`src/rtl/uart_word_serializer.sv`:
```
`default_nettype none
// ============================================================================
//  Module      : uart_word_serializer
//  Description : Transmit-side word-to-byte serializer. Buffers 32-bit words
//                from the core in a small FIFO and feeds them one byte at a
//                time to a byte-wide UART transmitter using a wr/din/ready
//                handshake. Little-endian by default, so a host receives the
//                bytes in the same order it uses to load memory images.
//  Revision    : 1.0  initial release
// ----------------------------------------------------------------------------
//  Parameters
//    DEPTH      word FIFO depth (power of 2, >= 2)
//    BYTES      bytes sent per word (1..4); upper bytes are dropped when < 4
//    LSB_FIRST  1: byte[7:0] goes first; 0: byte[8*BYTES-1 -: 8] goes first
//  Ports
//    clk         in   clock
//    reset       in   synchronous, active-high reset
//    s_data      in   [31:0] word to transmit
//    s_valid     in   s_data valid; accepted when s_valid & s_ready
//    s_ready     out  FIFO not full
//    tx_din      out  [7:0] byte to the UART transmitter
//    tx_wr       out  one-cycle kick to the UART transmitter
//    tx_ready    in   UART transmitter idle
//    level       out  [$clog2(DEPTH):0] words in FIFO (excludes word in flight)
//    busy        out  serializer active or words pending
//    words_sent  out  [31:0] fully transmitted words, wraps at 2^32
// ============================================================================
module uart_word_serializer #(
   parameter int DEPTH     = 16,
   parameter int BYTES     = 4,
   parameter bit LSB_FIRST = 1'b1
) (
   input  logic                    clk,
   input  logic                    reset,
   input  logic [31:0]             s_data,
   input  logic                    s_valid,
   output logic                    s_ready,
   output logic [7:0]              tx_din,
   output logic                    tx_wr,
   input  logic                    tx_ready,
   output logic [$clog2(DEPTH):0]  level,
   output logic                    busy,
   output logic [31:0]             words_sent
);

   localparam int             c_AW       = $clog2(DEPTH);
   localparam logic [c_AW:0]  c_FULL     = (c_AW + 1)'(DEPTH);
   localparam logic [1:0]     c_LAST_IDX = 2'(BYTES - 1);

   typedef enum logic [1:0] {
      S_IDLE  = 2'd0,
      S_KICK  = 2'd1,
      S_GUARD = 2'd2,
      S_WAIT  = 2'd3
   } state_t;

   // ------------------------------------------------------------------------
   // Word FIFO
   // ------------------------------------------------------------------------
   logic [31:0]      r_mem [DEPTH];
   logic [c_AW-1:0]  r_wr_ptr;
   logic [c_AW-1:0]  r_rd_ptr;
   logic [c_AW:0]    r_level;

   state_t           r_state;
   logic [31:0]      r_shift;
   logic [1:0]       r_byte_idx;
   logic [7:0]       r_tx_din;
   logic             r_tx_wr;
   logic [31:0]      r_words_sent;

   logic             w_push;
   logic             w_pop;
   logic [1:0]       w_byte_pos;
   logic [7:0]       w_sel_byte;

   // s_ready comes straight from the registered level, so a push presented
   // while full is simply never accepted (no overwrite, no combinational
   // path from the pop side).
   assign s_ready = (r_level != c_FULL);
   assign w_push  = s_valid & s_ready;
   // Pop only from IDLE and only when a word is stored, which also rules out
   // a push+pop pair on an empty FIFO.
   assign w_pop   = (r_state == S_IDLE) && (r_level != '0);

   always_ff @(posedge clk) begin
      if (w_push) begin
         r_mem[r_wr_ptr] <= s_data;
      end
   end

   // Pointers are c_AW bits wide, so they wrap modulo DEPTH on their own.
   always_ff @(posedge clk) begin
      if (reset) begin
         r_wr_ptr <= '0;
         r_rd_ptr <= '0;
         r_level  <= '0;
      end else begin
         if (w_push) begin
            r_wr_ptr <= r_wr_ptr + 1'b1;
         end
         if (w_pop) begin
            r_rd_ptr <= r_rd_ptr + 1'b1;
         end
         case ({w_push, w_pop})
            2'b10:   r_level <= r_level + 1'b1;
            2'b01:   r_level <= r_level - 1'b1;
            default: r_level <= r_level;
         endcase
      end
   end

   // ------------------------------------------------------------------------
   // Byte selection: byte_idx counts transmitted bytes; the byte position
   // inside the word depends on the transmit order.
   // ------------------------------------------------------------------------
   generate
      if (LSB_FIRST) begin : g_lsb_first
         assign w_byte_pos = r_byte_idx;
      end else begin : g_msb_first
         assign w_byte_pos = c_LAST_IDX - r_byte_idx;
      end
   endgenerate

   assign w_sel_byte = r_shift[{w_byte_pos, 3'b000} +: 8];

   // ------------------------------------------------------------------------
   // Transmit FSM
   //   IDLE  -> pop a word, restart the byte index
   //   KICK  -> wait for tx_ready, then pulse tx_wr with the selected byte
   //   GUARD -> one cycle where tx_ready is ignored; the transmitter needs a
   //            cycle to drop ready after a kick
   //   WAIT  -> wait for the transmitter to finish the byte; the word is
   //            counted only once its last byte has completed
   // ------------------------------------------------------------------------
   always_ff @(posedge clk) begin
      if (reset) begin
         r_state      <= S_IDLE;
         r_shift      <= '0;
         r_byte_idx   <= '0;
         r_tx_din     <= '0;
         r_tx_wr      <= 1'b0;
         r_words_sent <= '0;
      end else begin
         // tx_wr is a single-cycle pulse; only KICK raises it.
         r_tx_wr <= 1'b0;
         case (r_state)
            S_IDLE: begin
               if (r_level != '0) begin
                  r_shift    <= r_mem[r_rd_ptr];
                  r_byte_idx <= '0;
                  r_state    <= S_KICK;
               end
            end
            S_KICK: begin
               if (tx_ready) begin
                  r_tx_wr  <= 1'b1;
                  r_tx_din <= w_sel_byte;
                  r_state  <= S_GUARD;
               end
            end
            S_GUARD: begin
               r_state <= S_WAIT;
            end
            S_WAIT: begin
               if (tx_ready) begin
                  if (r_byte_idx == c_LAST_IDX) begin
                     r_words_sent <= r_words_sent + 32'd1;
                     r_state      <= S_IDLE;
                  end else begin
                     r_byte_idx <= r_byte_idx + 2'd1;
                     r_state    <= S_KICK;
                  end
               end
            end
            default: begin
               r_state <= S_IDLE;
            end
         endcase
      end
   end

   // ------------------------------------------------------------------------
   // Outputs
   // ------------------------------------------------------------------------
   assign tx_din     = r_tx_din;
   assign tx_wr      = r_tx_wr;
   assign level      = r_level;
   assign busy       = (r_state != S_IDLE) || (r_level != '0);
   assign words_sent = r_words_sent;

endmodule
`default_nettype wire

```
`config.mk`:
```
export PLATFORM = sky130hd
export DESIGN_NAME = uart_word_serializer
export DESIGN_NICKNAME = d
export VERILOG_FILES = /design/src/rtl/uart_word_serializer.sv
export SDC_FILE = /design/constraint.sdc
export NUM_CORES = 1
export LEC_CHECK = 0
export CORE_UTILIZATION = 45
export DETAILED_ROUTE_END_ITERATION = 6
export PLACE_DENSITY = 0.72
export SETUP_SLACK_MARGIN = 0.02
export SYNTH_ARGS = -nofsm -noshare
export SYNTH_HDL_FRONTEND = slang
export SYNTH_SLANG_ARGS = --single-unit
```
`constraint.sdc`:
```
create_clock -name clk -period 5.2 [get_ports clk]
set_clock_uncertainty 0.05 [all_clocks]
set_input_delay 0.78 -clock clk [delete_from_list [all_inputs] [get_ports clk]]
set_output_delay 0.78 -clock clk [all_outputs]
set_load 0.05 [all_outputs]
```
==> results.yml, run 1 <==
floorplan:
  placementRows: 83
  core_area_um2: 51400
  die_width_um: 230
  chipHeight_um: 230
  initial_core_util_pct: 45.7
  ioPinCount: 84
  fp.dieArea_um2: 53100
clock_tree:
  root_buffer: "clkbuf_16"
  cts_buffers: 58
  clk_pin_slew_worst_paths_ns: 0.06
  cts_tree: "built"
  clock_sinks: 602
  clock_latency_ns: 0.62
  hold_buffers: 0
  cts_max_path_buffers: 3
  h-tree-depth: 2
  cts_setup_buffers: 0
  cts_resized: 0
synth:
  synth.distinct_cells: 57
  async_flop_share_pct: 0
  synth_edf_count: 512
  ys_ff_latch: 602
  synth-seq-area-share_pct: 73.1
  synthesis.nets: 1278
  yosysWarnings: 0
  ys.flop_type: "edfxtp_1"
  syn_area_um2: 23500
  avgSynthCellArea_um2: 19.1
  synth_cells: 1228
worst_setup_path:
  required_ns: 4.37
  r2r_cells: 4
  path_class: "register to output pin"
  crit_fanout: 10
  crit_path_start: "level[4]"
  crit_path_end_kind: "output pin"
  crit_path_end: "busy"
  critPathArrivalTime_ns: 2.44
  reg2reg_slack_ns: 2.13
  crit_path_start_kind: "register"
  r2r-start: "level[1]"
  r2r-end: "r_mem[6][14]"
final_layout:
  fin_nets: 1376
  num_antenna_cells: 0
  seqCellArea_um2: 17200
  area_growth_syn_to_layout_pct: 15.3
  layout-drive-gt1-share_pct: 22.2
  n_fill_cell: 3968
  multi_input_area_um2: 6050
timing:
  clock.fmax_ghz: 0.306
  layout_min_cycle_time_ns: 3.27
  fin_setup_tns_ns: 0
  hold_viol_final: 0
  finalCritPeriodShare_pct: 62.9
  rsz0062_at_grt: "false"
  setup_ws_ns: 1.93
  setup_viol: 0
  maxSlewViolCount: 0
  slew_headroom_pct: 15.7
  worstMarginPinSlew_ns: 1.26
job:
  drv_cap: 0
place:
  place.gp.congestion: 0.789
  dp_hpwl_mm: 29.0
  io_buffers: 83
  dp_slack_ns: 1.53
grt:
  antenna_found_initial: 0
  overflow: 0
  grt_pass1_vias: 12200
  grt_usage_pct: 18.6
  grt_max_degree: 78
  grt_pass1_wl_mm: 74.2
detailed_routing:
  finalWirelength_mm: 48.6
  dr_total_vias: 11900
  avgRoutedWirePerCell_um: 23.6
  firstDrtPassIters: 5
  drc_errors: 0
  viasPerCell: 5.81
  drt_first_iter_violations: 896
  ant_nets: 0
outcome:
  outcome: "finished clean"
power_and_ir_drop:
  leakagePower_uw: 0.00836
  vdd_drop_max_v: 0.000327
  power_density_nw_per_um2: 434
hold_path:
  hold_class: "register to register"
  hold_depth: 2
[Yosys cell counts, drive strengths merged (14+ instances only)]
cell type / number / area [um^2]
a21oi: 38 / 194
nor2: 72 / 270
nand3: 18 / 95.1
or4: 15 / 113
ha: 14 / 175
nand2: 31 / 116
inv: 17 / 63.8
buf: 40 / 203
dfxtp: 90 / 1800
clkbuf: 30 / 113
edfxtp: 512 / 15400
mux4: 136 / 3060
mux2: 33 / 372
a221o: 32 / 320
mux2i: 36 / 360
[report_power, final]
part | switching, uW | total (uW) | internal, uW
sequential | 247 | 5690 | 5450
combinational | 950 | 1880 | 932
clock | 1780 | 4190 | 2410
total | 2980 | 11800 | 8780
[cell type report]
type                    count  share of cell area [%]
flip-flops and latches    602                    63.5
multi-input cells         539                    22.3
clock buffers              75                    5.70
repair buffers            108                    3.79
well taps                 680                    3.14
clock inverters            35                    1.34
inverters                  17                   0.236
[placed cells by master, fill, tap and decap left out, types with 15 or more instances in the layout]
cell type | netlist | routed
a21oi_1 | 37 | 37
a221o_1 | 32 | 32
buf_4 | 1 | 24
clkbuf_16 | 0 | 58
clkdlybuf4s50_1 | 0 | 82
dfxtp_1 | 90 | 87
edfxtp_1 | 512 | 512
inv_1 | 17 | 17
mux2_2 | 32 | 32
mux2i_1 | 36 | 36
mux4_2 | 136 | 136
nand2_1 | 31 | 31
nand3_1 | 17 | 17
nor2_1 | 72 | 59
or4_1 | 15 | 15
[kinds of logic (layout without fill, tap and decap cells)]
kind of cell | Yosys count | in the layout | synth area share, %
adders and majority gates | 14 | 14 | 0.746
buffers and inverters | 87 | 235 | 1.61
AOI/OAI and AO/OA | 112 | 112 | 3.48
muxes | 205 | 205 | 16.2
and+or+nand+nor | 190 | 190 | 4.18
xor gates and xnor gates | 18 | 18 | 0.671
DFF | 602 | 602 | 73.1
[per-layer routing]
layer  share of wire [%]  track usage [%]
met1                  42             25.4
met2                  49             30.4
met3                 6.5             3.20
met4                 2.5             6.08
met5                   0                0
[critical path, cell delays in order, from the launching register on]
cell	delay, ns
dfxtp_1	0.61
inv_1	0.26
nand3_1	0.12
clkdlybuf4s50_1	0.83
[worst min path at each step]
stage	to	start
6_report	tx_din[0]	tx_din[0]
5_1_grt	tx_din[2]	tx_din[2]
4_1_cts	tx_din[0]	tx_din[0]
3_5_place_dp	tx_din[0]	tx_din[0]
3_3_place_gp	tx_din[2]	tx_din[2]
2_1_floorplan	r_shift[16]	r_shift[16]
[flip-flops by register name, indices dropped and copies added, names as in the netlist]
register / flops
r_state: 2
level: 5
r_wr_ptr: 4
r_mem: 512
tx_wr: 1
r_rd_ptr: 4
r_shift: 32
words_sent: 32
tx_din: 8
r_byte_idx: 2
[through the flow]
stage               total power, uW  hold slack (ns)  utilization (%)  std cells  cell area (um^2)
floorplan                      7110            0.400                -       1228             23500
global placement               7650            0.404             49.0       1946             25200
detailed placement             7700            0.414             49.0       1946             25200
CTS                           11900            0.426             52.7       2056             27100
global route                  12200            0.442             52.7       2056             27100
finish                        11800            0.418             52.7       2056             27100
(Power assumes the default switching activity.)
==> run 2: changes to the inputs <==
PLACE_DENSITY = 0.74   (was 0.72)
clock period = 2.7 ns   (was 5.2 ns; I/O delays follow)
==> run 2 against run 1 <==
  * Sequential share of layout area is 1.5 points lower
  * Wire length is 3.5% higher
  * Flip-flop and latch count stayed put
  * Count of clock-buffer cells in the layout is 5 higher
  * Critical path depth is 1 higher
  * Critical endpoint unchanged
  * Highest routed layer is now met5
==> results.yml, run 2 (synthesis results as in run 1) <==
timing:
  slew_headroom_pct: 34.7
  layout_min_cycle_time_ns: 2.58
  fin_setup_tns_ns: 0
  setup_ws_ns: 0.120
  setup_viol: 0
  maxSlewViolCount: 0
  finalCritPeriodShare_pct: 95.5
  rsz0062_at_grt: "true"
  hold_viol_final: 0
  clock.fmax_ghz: 0.388
  worstMarginPinSlew_ns: 0.977
worst_setup_path:
  reg2reg_slack_ns: 0.14
  critPathArrivalTime_ns: 2.12
  path_class: "register to output pin"
  crit_path_start_kind: "register"
  crit_fanout: 11
  required_ns: 2.25
  crit_path_end_kind: "output pin"
final_layout:
  n_fill_cell: 3912
  final_common_cell: "edfxtp_1"
  mostFrequentLayoutCells: "edfxtp_1, mux4_2, dfxtp_1, clkdlybuf4s50_1, nor2_1"
  layout-drive-gt1-share_pct: 25.6
  num_antenna_cells: 0
  postLayoutCellArea_um2: 27700
  seqCellArea_um2: 17200
  multi_input_area_um2: 6080
  largest_reg_flops: 512
  instances_no_fill: 2100
  fin_util_pct: 54.0
  top_register: "r_mem"
  area_growth_syn_to_layout_pct: 18.1
  fin_nets: 1420
clock_tree:
  cts_max_path_buffers: 3
  cts_tree: "built"
  clock_latency_ns: 0.62
  h-tree-depth: 2
  cts_setup_buffers: 0
  root_buffer: "clkbuf_16"
  cts_buffers: 58
  clock_sinks: 602
  clk_pin_slew_worst_paths_ns: 0.06
place:
  placed_area_um2: 25800
  place.gp.congestion: 0.769
  dp_hpwl_mm: 30.1
  dp_slack_ns: -0.00444
  io_buffers: 83
  place_inst: 1989
detailed_routing:
  finalWirelength_mm: 50.3
  drc_errors: 0
  firstDrtPassIters: 4
  ant_nets: 0
  dr_total_vias: 12200
  avgRoutedWirePerCell_um: 23.9
  viasPerCell: 5.79
  drt_first_iter_violations: 1031
floorplan:
  initial_core_util_pct: 45.7
  placementRows: 83
  fp.dieArea_um2: 53100
  core_area_um2: 51400
  chipHeight_um: 230
  die_width_um: 230
  ioPinCount: 84
grt:
  overflow: 0
  grt_usage_pct: 19.4
  grt_max_degree: 73
  antenna_found_initial: 1
  grt_pass1_vias: 12300
  grt_pass1_wl_mm: 76.8
power_and_ir_drop:
  vdd_drop_max_v: 0.000552
  power_frac_seq_pct: 47.4
  p_comb_share_pct: 17.6
  intPower_uw: 17100
  leakagePower_uw: 0.00864
  power.share.switching_pct: 25.3
  clockPowerShare_pct: 35.0
  p_sw_uw: 5780
  power_density_nw_per_um2: 824
job:
  drv_cap: 0
outcome:
  outcome: "finished clean"
hold_path:
  hold_class: "register to register"
run 2: worst paths after layout:
check	start	endpoint	cells after the start
worst max-delay path	level[2]	busy	4
worst max register to register	r_state[1]	level[4]	10
worst min register to register	tx_din[6]	tx_din[6]	2
worst min-delay path	tx_din[6]	tx_din[6]	2
run 2: what timing repair did:
item | CTS | global route
hold buffers | 1 | 0
gates resized for setup | 2 | 1
setup endpoints to repair | 2 | 2
hold endpoints to repair | 2 | 0
run 2: power groups by stage:
stage	combinational (uW)	sequential, uW	clock, uW
2_1_floorplan	2830	10900	0
3_3_place_gp	3970	11000	0
3_5_place_dp	4050	11000	0
4_1_cts	4060	10800	8130
5_1_grt	4330	10900	8470
6_report	4020	10800	8000
run 2: metal layers:
layer / track usage (%) / part of all wire, %
met5: 0 / 0.018
met4: 4.57 / 1.8
met3: 3.77 / 6.6
met2: 31.4 / 49
met1: 27.2 / 42
run 2: final cells by class:
cell class | instances | share of cell area, %
clock inverter | 30 | 0.997
sequential | 602 | 62.0
multi-input combinational | 539 | 21.9
tap | 680 | 3.07
clock buffer | 80 | 5.83
inverter | 17 | 0.230
timing repair buffer | 152 | 5.97
run 2: critical path, cell delays in order (launching register included):
cell and delay [ns]:
dfxtp_2 0.39, nor4_4 0.42, buf_4 0.20, nand3_1 0.06, dlygate4sd2_1 0.44
run 2: stage by stage:
step / total power [uW] / hold WS, ns
global placement: 15000 / 0.409
CTS: 23000 / 0.424
floorplan: 13700 / 0.400
global route: 23700 / 0.448
detailed placement: 15100 / 0.413
finish: 22900 / 0.421
==> RTL edit: new RTL, flow settings as in run 1 <==
Change the parameter `DEPTH` from 16 to 32.
--- a/src/rtl/uart_word_serializer.sv
+++ b/src/rtl/uart_word_serializer.sv
@@ -26,7 +26,7 @@
 //    words_sent  out  [31:0] fully transmitted words, wraps at 2^32
 // ============================================================================
 module uart_word_serializer #(
-   parameter int DEPTH     = 16,
+   parameter int DEPTH     = 32,
    parameter int BYTES     = 4,
    parameter bit LSB_FIRST = 1'b1
 ) (
Ports: changed (resized level); port bits go from 84 to 85. No check against the original RTL was run, so the function may have changed too.
==> RTL edit against run 1 <==
The flow now finishes with violations (design-rule violations); count of clock-buffer cells in the layout is 66 higher; area after synthesis is 84% higher; clock power is 88% higher; wire length is 100% higher; core utilization is 0.76 points lower; sequential cell count is 515 higher; setup slack worse by 0.26 ns; power is 86% higher; final area is 82% higher; combinational power is 100% higher; highest routed layer unchanged; critical path depth is 8 higher.
==> RTL edit: results (changes against run 1) <==
drt total wl = 98,800 um (+100%)
critical path endpoint = level[4]
worst reg-to-reg path cell count = 11 (+7)
Reg2Reg Setup Slack = 1.67 ns (-0.46 ns)
most frequent cells after synthesis = edfxtp_1 (1,024), mux2i_1 (225), mux4_2 (139)
failing checks = design-rule violations
port bufs = 84 (+1.2%)
Post-Synthesis Cells = 2,314 (+88%)
outcome = complete, but fails checks
Final min period = 3.53 ns (+0.264 ns)
syn_nets = 2,363 (+85%)
hold endpoint = r_shift[11]
Finished Cell Area = 49,400 um2 (+82%)
clkbuf count = 141 (+88%)
Min-Delay Path Depth = 1 (-1)
worst r2r src = level[3]
Crit path arrival time = 4.07 ns (+1.63 ns)
Worst path slowest cell = or4_1
largest net degree at the start of global routing = 128 (+64%)
drt initial violations = 2,407 (+170%)
Comb pwr share = 0.173 (+0.013)
P_leak = 15.2 nW (+82%)
Non-Clock Buffer Area Fraction = 0.0280 (-0.00993)
initial antenna violation count = 3 (+3)
multi-input combinational area share = 0.206 (-0.0176)
wire per inst = 26.0 um (+10%)
routability cong. = 0.842 (+6.6%)
Final nets = 2,492 (+81%)
TritonCTS Buffers = 108 (+86%)
Hold WS = 0.416 ns (-0.00182 ns)
max incr delay on CP = 0.62 ns (-0.21 ns)
Hold Crit Start = r_shift[11]
peak supply drop = 0.467 mV (+43%)
Max FO, Critical Path = 11 (+1)
total track usage = 0.203 (+0.0173)
P_clk = 0.00788 W (+88%)
EDFF count, synth = 1,024 (+100%)
nonclk inv count = 12 (-5)
Worst-Margin Slew = 1.29 ns (+0.0306 ns)
clock sinks = 1,117 (+86%)
delay-heaviest family, CP = compound AO/OA/AOI/OAI gates
Largest register FFs = 1,024 (+100%)
# DRC = 3 (+3)
DP HPWL = 60,500 um (+110%)
via-per-instance ratio = 5.88 (+1.3%)
Seq/Total Area, Yosys = 0.754 (+0.0222)
-- RTL edit: cell types whose count changed in the layout (fill, tap and decap cells not counted), sizes merged, moves of 23 or more --
cell           run 1  this run
a221o             32         1
a22oi              0        33
a32o               0        32
buf               26        77
clkbuf            75       141
clkinv            24        47
edfxtp           512      1024
mux2i             36       225
nand2             31       125
o21ai             12        39
o221ai             0        63
o22ai              0        32
or4b               2        31
-- RTL edit: kinds of logic (layout without fill, tap and decap cells) --
group,Yosys count,in the layout,synth area share
AO/OA/AOI/OAI,264,264,0.0440
XOR/XNOR,35,35,0.00708
adder cells (fa/ha/maj),13,13,0.00376
buffers and inverters,149,374,0.0181
flip-flops,1117,1117,0.754
multiplexers,400,400,0.134
AND/OR/NAND/NOR,336,336,0.0397
-- RTL edit: routing by layer --
layer  vias up  share of wire  routed length (um)  track usage
met5         -              0                   0            0
met4         0          0.022                2160       0.0536
met3       132          0.079                7790       0.0380
met2       973           0.49               48100        0.331
met1     11643           0.41               40800        0.281
li1       9627              -                   -            -
